### config.mk
export PLATFORM = sky130hd
export DESIGN_NAME = xy_switch
export DESIGN_NICKNAME = d
export VERILOG_FILES = /design/src/rtl/xy_switch_pkg.sv /design/src/rtl/xy_switch_fifo.sv /design/src/rtl/xy_switch.sv
export SDC_FILE = /design/constraint.sdc
export NUM_CORES = 1
export LEC_CHECK = 0
export CORE_MARGIN = 1.5
export CORE_UTILIZATION = 60
export CTS_BUF_LIST = sky130_fd_sc_hd__clkbuf_4 sky130_fd_sc_hd__clkbuf_8 sky130_fd_sc_hd__clkbuf_16
export CTS_CLUSTER_SIZE = 24
export DETAILED_ROUTE_END_ITERATION = 10
export PLACE_DENSITY = 0.8
export SYNTH_ARGS = -nofsm -noshare
export SYNTH_HDL_FRONTEND = slang
export SYNTH_SLANG_ARGS = --single-unit
### constraint.sdc
create_clock -name clk_i -period 9.1 [get_ports clk_i]
set_input_delay 2.73 -clock clk_i [delete_from_list [all_inputs] [get_ports clk_i]]
set_output_delay 2.73 -clock clk_i [all_outputs]
set_load 0.01 [all_outputs]
### src/rtl/xy_switch_pkg.sv
// Shared definitions for the XY mesh switch: port indices, packet field
// defaults and the deterministic column-first route function.
package xy_switch_pkg;

  localparam int unsigned PORT_NUM   = 5;
  localparam int unsigned PORT_IDX_W = 3;

  localparam logic [PORT_IDX_W-1:0] PORT_LOCAL = 3'd0;
  localparam logic [PORT_IDX_W-1:0] PORT_WEST  = 3'd1;
  localparam logic [PORT_IDX_W-1:0] PORT_NORTH = 3'd2;
  localparam logic [PORT_IDX_W-1:0] PORT_EAST  = 3'd3;
  localparam logic [PORT_IDX_W-1:0] PORT_SOUTH = 3'd4;

  // Packet layout: {dst_col, dst_row, payload}, column field at the MSBs.
  localparam int unsigned DEF_COL_ADDR_W = 4;
  localparam int unsigned DEF_ROW_ADDR_W = 4;
  localparam int unsigned DEF_DATA_W     = 8;
  localparam int unsigned DEF_PCKT_W     = DEF_COL_ADDR_W + DEF_ROW_ADDR_W + DEF_DATA_W;

  // Column is resolved first, then row; equal on both means deliver locally.
  function automatic logic [PORT_IDX_W-1:0] route_xy(
    input int unsigned dst_col,
    input int unsigned dst_row,
    input int unsigned cur_col,
    input int unsigned cur_row
  );
    logic [PORT_IDX_W-1:0] port;
    if (dst_col > cur_col)      port = PORT_EAST;
    else if (dst_col < cur_col) port = PORT_WEST;
    else if (dst_row > cur_row) port = PORT_SOUTH;
    else if (dst_row < cur_row) port = PORT_NORTH;
    else                        port = PORT_LOCAL;
    return port;
  endfunction

endpackage

### src/rtl/xy_switch_fifo.sv
// Input FIFO with first-word-fall-through head; writes while full are
// dropped and flagged by a one-cycle overflow pulse.
module xy_switch_fifo #(
  parameter int unsigned DATA_W  = 16,
  parameter int unsigned DEPTH_W = 3
) (
  input  logic              clk_i,
  input  logic              rst_i,
  input  logic              wr_en_i,
  input  logic [DATA_W-1:0] wr_data_i,
  input  logic              rd_en_i,
  output logic [DATA_W-1:0] head_c,
  output logic              full_c,
  output logic              empty_c,
  output logic              overflow_o
);

  localparam int unsigned DEPTH = 1 << DEPTH_W;
  localparam int unsigned CNT_W = DEPTH_W + 1;

  logic [DATA_W-1:0]  mem [DEPTH];
  logic [DEPTH_W-1:0] wr_ptr;
  logic [DEPTH_W-1:0] rd_ptr;
  logic [CNT_W-1:0]   count;
  logic               push;
  logic               pop;

  assign full_c  = (count == CNT_W'(DEPTH));
  assign empty_c = (count == '0);
  // A read never frees space for a write in the same cycle when full.
  assign push    = wr_en_i && !full_c;
  assign pop     = rd_en_i && !empty_c;
  assign head_c  = mem[rd_ptr];

  always_ff @(posedge clk_i) begin
    if (push) mem[wr_ptr] <= wr_data_i;
  end

  always_ff @(posedge clk_i) begin
    if (rst_i) begin
      wr_ptr     <= '0;
      rd_ptr     <= '0;
      count      <= '0;
      overflow_o <= 1'b0;
    end else begin
      overflow_o <= wr_en_i && full_c;
      if (push) wr_ptr <= wr_ptr + 1'b1;
      if (pop)  rd_ptr <= rd_ptr + 1'b1;
      case ({push, pop})
        2'b10:   count <= count + 1'b1;
        2'b01:   count <= count - 1'b1;
        default: count <= count;
      endcase
    end
  end

endmodule

### src/rtl/xy_switch.sv
// Five-port XY-routed mesh switch: per-input FIFOs, per-output round-robin
// arbitration honouring downstream full flags, registered outputs.
module xy_switch
  import xy_switch_pkg::*;
#(
  parameter int unsigned COL_CORD        = 0,
  parameter int unsigned ROW_CORD        = 0,
  parameter int unsigned PORT_N          = PORT_NUM,
  parameter int unsigned IN_FIFO_DEPTH_W = 3,
  parameter int unsigned PCKT_COL_ADDR_W = DEF_COL_ADDR_W,
  parameter int unsigned PCKT_ROW_ADDR_W = DEF_ROW_ADDR_W,
  parameter int unsigned PCKT_DATA_W     = DEF_DATA_W,
  parameter int unsigned PCKT_W          = PCKT_COL_ADDR_W + PCKT_ROW_ADDR_W + PCKT_DATA_W,
  parameter int unsigned SW_CONFIG       = 0
) (
  input  logic                     clk_i,
  input  logic                     rst_ni,
  input  logic [PORT_N-1:0]        wr_en_sw_i,
  input  logic [PCKT_W*PORT_N-1:0] pckt_sw_i,
  output logic [PORT_N-1:0]        in_fifo_full_o,
  output logic [PORT_N-1:0]        in_fifo_overflow_o,
  input  logic [PORT_N-1:0]        nxt_fifo_full_i,
  input  logic [PORT_N-1:0]        nxt_fifo_overflow_i,
  output logic [PORT_N-1:0]        wr_en_sw_o,
  output logic [PCKT_W*PORT_N-1:0] pckt_sw_o
);

  localparam int unsigned COL_LSB = PCKT_W - PCKT_COL_ADDR_W;
  localparam int unsigned ROW_LSB = PCKT_DATA_W;

  if (SW_CONFIG != 0 || PORT_N != PORT_NUM) begin : g_cfg_check
    $error("xy_switch: only SW_CONFIG=0 with PORT_N=5 is supported");
  end

  logic [PORT_N-1:0]     fifo_empty;
  logic [PORT_N-1:0]     fifo_pop;
  logic [PCKT_W-1:0]     head       [PORT_N];
  logic [PORT_IDX_W-1:0] head_route [PORT_N];
  logic [PORT_N-1:0]     gnt        [PORT_N];

  // Downstream overflow is informational only.
  logic unused_nxt_ovf;
  assign unused_nxt_ovf = ^nxt_fifo_overflow_i;

  for (genvar p = 0; p < PORT_N; p++) begin : g_in
    xy_switch_fifo #(
      .DATA_W  (PCKT_W),
      .DEPTH_W (IN_FIFO_DEPTH_W)
    ) u_fifo (
      .clk_i      (clk_i),
      .rst_i      (rst_ni),
      .wr_en_i    (wr_en_sw_i[p]),
      .wr_data_i  (pckt_sw_i[p*PCKT_W +: PCKT_W]),
      .rd_en_i    (fifo_pop[p]),
      .head_c     (head[p]),
      .full_c     (in_fifo_full_o[p]),
      .empty_c    (fifo_empty[p]),
      .overflow_o (in_fifo_overflow_o[p])
    );

    assign head_route[p] = route_xy(32'(head[p][COL_LSB +: PCKT_COL_ADDR_W]),
                                    32'(head[p][ROW_LSB +: PCKT_ROW_ADDR_W]),
                                    COL_CORD, ROW_CORD);
  end

  for (genvar o = 0; o < PORT_N; o++) begin : g_out
    logic [PORT_N-1:0]     req;
    logic [PORT_IDX_W-1:0] rr_ptr;
    logic [PORT_IDX_W-1:0] win;
    logic                  win_vld;
    logic                  wr_en_q;
    logic [PCKT_W-1:0]     pckt_q;

    // Round-robin search starting at the pointer; a full downstream blocks all grants.
    always_comb begin
      int unsigned idx;
      req     = '0;
      win     = '0;
      win_vld = 1'b0;
      idx     = 0;
      for (int i = 0; i < PORT_N; i++) begin
        req[i] = !fifo_empty[i] && (head_route[i] == PORT_IDX_W'(o));
      end
      for (int unsigned k = 0; k < PORT_N; k++) begin
        idx = (32'(rr_ptr) + k) % PORT_N;
        if (!win_vld && req[PORT_IDX_W'(idx)] && !nxt_fifo_full_i[o]) begin
          win_vld = 1'b1;
          win     = PORT_IDX_W'(idx);
        end
      end
    end

    assign gnt[o] = win_vld ? (PORT_N'(1) << win) : '0;

    always_ff @(posedge clk_i) begin
      if (rst_ni) begin
        rr_ptr  <= '0;
        wr_en_q <= 1'b0;
        pckt_q  <= '0;
      end else begin
        wr_en_q <= win_vld;
        if (win_vld) begin
          rr_ptr <= (win == PORT_IDX_W'(PORT_N - 1)) ? '0 : win + 1'b1;
          pckt_q <= head[win];
        end
      end
    end

    assign wr_en_sw_o[o]                  = wr_en_q;
    assign pckt_sw_o[o*PCKT_W +: PCKT_W] = pckt_q;
  end

  // Each input requests one output, so at most one grant bit per input is set.
  always_comb begin
    fifo_pop = '0;
    for (int o = 0; o < PORT_N; o++) begin
      fifo_pop = fifo_pop | gnt[o];
    end
  end

endmodule

==> impl_metrics.yaml, run 1 <==
placed_design:
  numPlacedInstances: 3308
  gp_congestion: 0.908
  pre_cts_ws_ps: 871
  hpwl_um: 60800
  portBuffers: 150
global_routing:
  antenna_found_initial: 3
  grtUsageTotal: 0.296
  grt_pass1_wl_um: 139000
  grt_pass1_vias: 22500
  grt_max_degree: 58
  gr-total-overflow: 0
sta:
  finalMaxSlewViolations: 0
  setup_violations: 0
  hold_violations: 0
  worst_slack_ps: 829
  timing.final.crit_share: 0.909
  setup_tns_ps: 0
  tightestPinTransition_ps: 1160
  rsz0062_at_grt: "no"
  clock_skew_ps: 18.6
  relSlewSlack: 0.228
  max_freq_ghz: 0.121
  fin_crit_ps: 8270
clock_network:
  cts_tree: "built"
  cts.path.max_buffers: 3
  cts_max_level: 3
  cts.sinks: 770
  numCtsBuffers: 78
  cts_hold_buf: 0
  path_clk_slew_ps: 60
  insertion_delay_ps: 620
  root_buffer: "clkbuf_16"
  cts.repair.resized: 0
  cts_setup_buffers: 0
setup_path:
  reg2reg_depth: 31
  endpoint_kind: "flop"
  cp_data_arrival_time_ps: 8810
  crit_required_ps: 9640
  max_stage_delay_ps: 790
  path_class: "reg -> reg"
  cp-start-kind: "flop"
  rrSetupSlack_ps: 830
  r2r_start: "g_out[3].rr_ptr[0]$_SDFFE_PP0P_"
  worst-path-max-fanout: 35
  cp_slowest_cell: "dfxtp_1"
  crit_top_cell: "ha_1"
  worstReg2RegEnd: "g_in[3].u_fifo.count[2]$_SDFFE_PP0P_"
detailed_routing:
  ant_nets: 0
  drtIter0Drc: 2507
  drt-wirelength-per-cell_um: 26.8
  drc_errors: 0
  dr.pass1.iters: 6
  avgViaCountPerCell: 6.51
  drt-total-wl_um: 92500
  via_count: 22500
floorplanning:
  core_area_mm2: 0.0602
  die_h_um: 250
  rows: 90
  ios: 192
  die_x_um: 250
  dieArea_mm2: 0.0624
  start_util: 0.607
power:
  pwr-share-clk: 0.289
  combPwrFrac: 0.315
  vdd_drop_max_mv: 0.278
  leakage_nw: 13.9
  sw_frac_of_total: 0.335
  pwr-share-seq: 0.396
  power.switching_w: 0.00365
  p_per_area_mw_per_mm2: 265
  p_int_w: 0.00726
yosys:
  synth_ff_type: "edfxtp_1"
  ys_ff_latch: 770
  synth-simple-area-share: 0.0868
  synth_seq_area_share: 0.597
  synth_mux_area_frac: 0.160
  synth_top_family_by_area: "multiplexers"
  synth-compound-area-share: 0.0706
  syn_area_mm2: 0.0366
  syn_area_per_cell_um2: 14.8
  synth_edf_count: 640
  ys_types: 121
  syn_inst: 2464
  synth_warnings: 0
  yosys.area_share.xor_xnor: 0.0137
  synthAdderAreaFrac: 0.0363
  async_flop_share: 0
worst_hold_path:
  hold_end: "g_out[0].pckt_q[11]$_SDFFE_PP0N_"
  hold_path_depth: 1
  min-delay-start: "g_out[0].pckt_q[11]$_SDFFE_PP0N_"
  hold_path_class: "reg -> reg"
outcome:
  status: "finished, final reports clean"
final_layout:
  final_cells: 3455
  area_growth_pct: 12.6
  nets: 2807
  drive_above_1_share: 0.170
job:
  cap_violations: 0
[cells in the final DEF, fill, tap and decap left out, types with 16 or more instances in the layout]
| cell | n |
|---|---|
| xnor2_1 | 31 |
| mux4_1 | 21 |
| edfxtp_1 | 640 |
| o211ai_1 | 17 |
| o21ai_0 | 53 |
| clkdlybuf4s50_1 | 149 |
| a31oi_1 | 18 |
| dfxtp_1 | 125 |
| mux2_2 | 42 |
| clkbuf_16 | 80 |
| conb_1 | 34 |
| nor3_1 | 28 |
| mux4_2 | 130 |
| ha_1 | 102 |
| nor2_2 | 17 |
| inv_1 | 69 |
| xor2_1 | 26 |
| or3_1 | 19 |
| nor4_1 | 20 |
| nor2_1 | 119 |
| clkinv_1 | 16 |
| mux2i_1 | 168 |
| buf_4 | 40 |
| and2_1 | 23 |
| nand3_1 | 49 |
| nand2_1 | 118 |
| nand2b_1 | 32 |
| a22oi_1 | 24 |
| a21oi_1 | 78 |
| nor2b_1 | 26 |
[cell families (layout without fill, tap and decap cells)]
| group | Yosys count | after routing |
|---|---|---|
| DFF | 770 | 770 |
| and+or+nand+nor | 574 | 574 |
| muxes | 378 | 378 |
| AOI/OAI and AO/OA | 345 | 345 |
| buffers and inverters | 234 | 407 |
| adders and majority gates | 105 | 105 |
| xor gates and xnor gates | 57 | 57 |
| other | 1 | 37 |
[stage by stage]
stage / hold WS [ps] / utilization / total power, W / area, um^2
6_report: 456 / 0.684 / 0.0109 / 41200
5_1_grt: 470 / 0.683 / 0.0113 / 41200
4_1_cts: 462 / 0.683 / 0.0109 / 41200
3_5_place_dp: 445 / 0.641 / 0.00772 / 38600
3_3_place_gp: 443 / 0.641 / 0.00758 / 38600
2_1_floorplan: 454 / - / 0.00677 / 36700
[cell usage after synthesis, types with 32 or more instances]
cell type  count  share of area
buf_4         57          0.012
mux2i_1      168          0.046
nand2b_1      32         0.0055
ha_1         102          0.035
nand2_1      118          0.012
nor2_1       133          0.014
edfxtp_1     640           0.53
nor3_1        42         0.0057
inv_1         69         0.0071
a21oi_1       78          0.011
o21ai_0       53         0.0073
mux2_2        42          0.013
dfxtp_1      130          0.071
clkbuf_1      46         0.0047
mux4_2       130          0.080
nand3_1       49         0.0067
[power groups by stage]
stage | clock, W | sequential [W] | combinational [W]
after floorplan | 0 | 0.00424 | 0.00253
after global placement | 0 | 0.00436 | 0.00322
after detailed placement | 0 | 0.00438 | 0.00333
after CTS | 0.00318 | 0.00432 | 0.00337
after global routing | 0.00330 | 0.00435 | 0.00366
final | 0.00315 | 0.00432 | 0.00344
[flip-flops by register name, summed over array words and instances, names as in the netlist, named ones only]
signal                  flops
g_in.u_fifo.rd_ptr         15
g_in.u_fifo.overflow_o      5
g_in.u_fifo.wr_ptr         15
g_out.wr_en_q               3
g_out.rr_ptr                9
g_in.u_fifo.count          20
g_out.pckt_q               48
g_in.u_fifo.mem           640
[worst max path at each step]
stage | slack (ps) | to | start
2_1_floorplan | 2170 | g_in[3].u_fifo.count[2]$_SDFFE_PP0P_ | nxt_fifo_full_i[4]
5_1_grt | 290 | g_in[3].u_fifo.count[3]$_SDFFE_PP0P_ | g_out[0].rr_ptr[0]$_SDFFE_PP0N_
6_report | 830 | g_in[3].u_fifo.count[2]$_SDFFE_PP0P_ | g_out[3].rr_ptr[0]$_SDFFE_PP0P_
3_5_place_dp | 870 | g_in[3].u_fifo.count[2]$_SDFFE_PP0P_ | nxt_fifo_full_i[4]
4_1_cts | 960 | g_in[3].u_fifo.count[2]$_SDFFE_PP0P_ | g_out[3].rr_ptr[0]$_SDFFE_PP0P_
3_3_place_gp | 940 | g_in[3].u_fifo.count[2]$_SDFFE_PP0P_ | nxt_fifo_full_i[4]
[final cells by class]
type	count	area, um^2
Antenna cell	3	7.51
Clock buffer	99	2200
Clock inverter	45	339
Fill cell	3831	19100
Inverter	73	274
Multi-Input combinational cell	1493	13800
Sequential cell	770	21800
Tap cell	782	978
Timing Repair Buffer	190	1800
[layer usage]
| metal | track usage | vias to the layer above | part of all wire |
|---|---|---|---|
| li1 | - | 9868 | - |
| met1 | 0.396 | 11300 | 0.40 |
| met2 | 0.488 | 1095 | 0.49 |
| met3 | 0.0584 | 190 | 0.085 |
| met4 | 0.105 | 4 | 0.031 |
| met5 | 0 | - | 0.00032 |
[worst max-delay path, delay by kind of cell, from the launching register on]
kind,cells,cell delay [ps]
DFF,1,790
AOI/OAI and AO/OA,10,1630
buffers and inverters,6,1460
and+or+nand+nor,3,750
xor gates and xnor gates,3,560
muxes,2,930
adders and majority gates,7,2030
Power figures use the tool's default switching activity.
==> inputs of run 2 (changes only) <==
--- a/config.mk
+++ b/config.mk
@@ -5,7 +5,6 @@
 export SDC_FILE = /design/constraint.sdc
 export NUM_CORES = 1
 export LEC_CHECK = 0
-export CORE_MARGIN = 1.5
 export CORE_UTILIZATION = 60
 export CTS_BUF_LIST = sky130_fd_sc_hd__clkbuf_4 sky130_fd_sc_hd__clkbuf_8 sky130_fd_sc_hd__clkbuf_16
 export CTS_CLUSTER_SIZE = 24
==> run 2 against run 1 <==
Critical endpoint is now g_in[4].u_fifo.count[2]$_SDFFE_PP0P_. Sequential cell count is the same. Clock skew is 15 ps higher. Fmax increased by 2.2%. Critical path depth unchanged. Largest cell class unchanged. Final cell count shrank 0.26%. Register-to-register slack improved by 180 ps.
==> impl_metrics.yaml, run 2 (synthesis gave the netlist of run 1 again) <==
setup_path:
  endpoint_kind: "flop"
  crit_required_ps: 9630
  cp_data_arrival_time_ps: 8620
  cp.buffers_inverters: 7
  path_class: "reg -> reg"
  max_stage_delay_ps: 750
  cp-start-kind: "flop"
  worst-path-max-fanout: 27
  critPathTopFamily: "adder cells"
  cp_slowest_cell: "nor2_4"
power:
  power.switching_w: 0.00365
  p_per_area_mw_per_mm2: 265
  p_int_w: 0.00727
  pwr-share-clk: 0.290
  combPwrFrac: 0.314
  vdd_drop_max_mv: 0.265
  leakage_nw: 13.8
  pwr-share-seq: 0.396
  power_w: 0.0109
  sw_frac_of_total: 0.334
detailed_routing:
  via_count: 22200
  drt-total-wl_um: 90700
  drt-wirelength-per-cell_um: 26.3
  ant_nets: 0
  avgViaCountPerCell: 6.46
  dr.pass1.iters: 6
  drc_errors: 0
  drtIter0Drc: 2404
sta:
  setup_violations: 0
  max_freq_ghz: 0.124
  clock_skew_ps: 33.5
  hold_violations: 0
  setup_tns_ps: 0
  worst_slack_ps: 1010
  rsz0062_at_grt: "no"
  relSlewSlack: 0.176
  tightestPinTransition_ps: 1230
  finalMaxSlewViolations: 0
  fin_crit_ps: 8090
  timing.final.crit_share: 0.889
global_routing:
  grt_max_degree: 46
  grt_pass1_vias: 22500
  grtUsageTotal: 0.294
  antenna_found_initial: 7
  gr-total-overflow: 0
  grt_pass1_wl_um: 137000
placed_design:
  pre_cts_ws_ps: 750
  numPlacedInstances: 3302
  hpwl_um: 60200
  portBuffers: 150
  gp_congestion: 0.950
final_layout:
  largestRegisters: "g_in.u_fifo.mem: 640 flops, g_out.pckt_q: 48 flops, g_in.u_fifo.count: 20 flops"
  nets: 2800
  final_common_cell: "edfxtp_1"
  top_register: "g_in.u_fifo.mem"
  area_growth_pct: 12.5
  largest_reg_flops: 640
  mostFrequentLayoutCells: "edfxtp_1, mux2i_1, clkdlybuf4s50_1"
  final_cells: 3446
  drive_above_1_share: 0.169
clock_network:
  cts_hold_buf: 0
  numCtsBuffers: 77
  cts_tree: "built"
  root_buffer: "clkbuf_16"
  cts.repair.resized: 0
  cts.path.max_buffers: 3
  insertion_delay_ps: 640
  path_clk_slew_ps: 60
  cts.sinks: 770
  cts_setup_buffers: 0
  cts_max_level: 3
job:
  cap_violations: 0
worst_hold_path:
  hold_path_class: "reg -> reg"
floorplanning:
  start_util: 0.607
  ios: 192
  die_x_um: 249
  die_h_um: 249
  core_area_mm2: 0.0602
  dieArea_mm2: 0.0619
  rows: 90
outcome:
  status: "finished, final reports clean"
## run 2: cell types whose count changed in the layout (fill, tap and decap cells not counted), moves of 2 or more
cell,delta
clkbuf_4,+11
clkbuf_8,-7
clkbuf_16,-2
clkinvlp_4,-2
nor2_1,-2
nor2_2,+2
clkinv_1,-4
clkinv_16,+2
buf_4,-6
bufinv_16,+2
## run 2: path summary, 6_finish.rpt
| kind | start | endpoint | slack, ps | cells after the start |
|---|---|---|---|---|
| worst max-delay path | g_out[4].rr_ptr[1]$_SDFFE_PP0P_ | g_in[4].u_fifo.count[2]$_SDFFE_PP0P_ | 1010 | 31 |
| worst min-delay path | g_out[0].pckt_q[10]$_SDFFE_PP0N_ | g_out[0].pckt_q[10]$_SDFFE_PP0N_ | 460 | 1 |
| worst max register to register | g_out[4].rr_ptr[1]$_SDFFE_PP0P_ | g_in[4].u_fifo.count[2]$_SDFFE_PP0P_ | 1010 | 31 |
| worst min register to register | g_out[0].pckt_q[10]$_SDFFE_PP0N_ | g_out[0].pckt_q[10]$_SDFFE_PP0N_ | 460 | 1 |
## run 2: metrics by stage
stage	util	area, um^2	hold WS, ps
floorplan	-	36700	454
global placement	0.641	38600	442
detailed placement	0.641	38600	448
CTS	0.683	41100	463
global route	0.683	41100	475
finish	0.683	41100	456
## run 2: final cells by class
type / instances / area [um^2]
Multi-Input combinational cell: 1493 / 13800
Fill cell: 3825 / 19100
Antenna cell: 3 / 7.51
Tap cell: 782 / 978
Sequential cell: 770 / 21800
Clock inverter: 40 / 404
Inverter: 73 / 274
Timing Repair Buffer: 184 / 1750
Clock buffer: 101 / 2140
## run 2: layer usage
layer  routed length (um)  vias to the layer above  share of wire  GRT usage
li1                     -                     9841              -          -
met1                36000                    11200           0.40      0.395
met2                43800                     1044           0.48      0.472
met3                 7880                      173          0.087     0.0596
met4                 2990                        8          0.033      0.122
met5                   46                        -        0.00051          0
## run 2: power by group through the flow
stage	Sequential, W	Clock, W	Combinational [W]
after floorplan	0.00424	0	0.00253
final	0.00432	0.00317	0.00343
after global routing	0.00435	0.00332	0.00366
after global placement	0.00436	0	0.00323
after detailed placement	0.00438	0	0.00333
after CTS	0.00432	0.00319	0.00336
## run 2: worst register-to-register path, delay by kind of cell, from the launching register on
| kind | cells | cell delay (ps) |
|---|---|---|
| XOR/XNOR | 4 | 860 |
| multiplexers | 1 | 600 |
| flip-flops | 1 | 450 |
| adder cells (fa/ha/maj) | 7 | 1900 |
| AND/OR/NAND/NOR | 5 | 1500 |
| AO/OA/AOI/OAI | 7 | 1680 |
| buffers and inverters | 7 | 1020 |
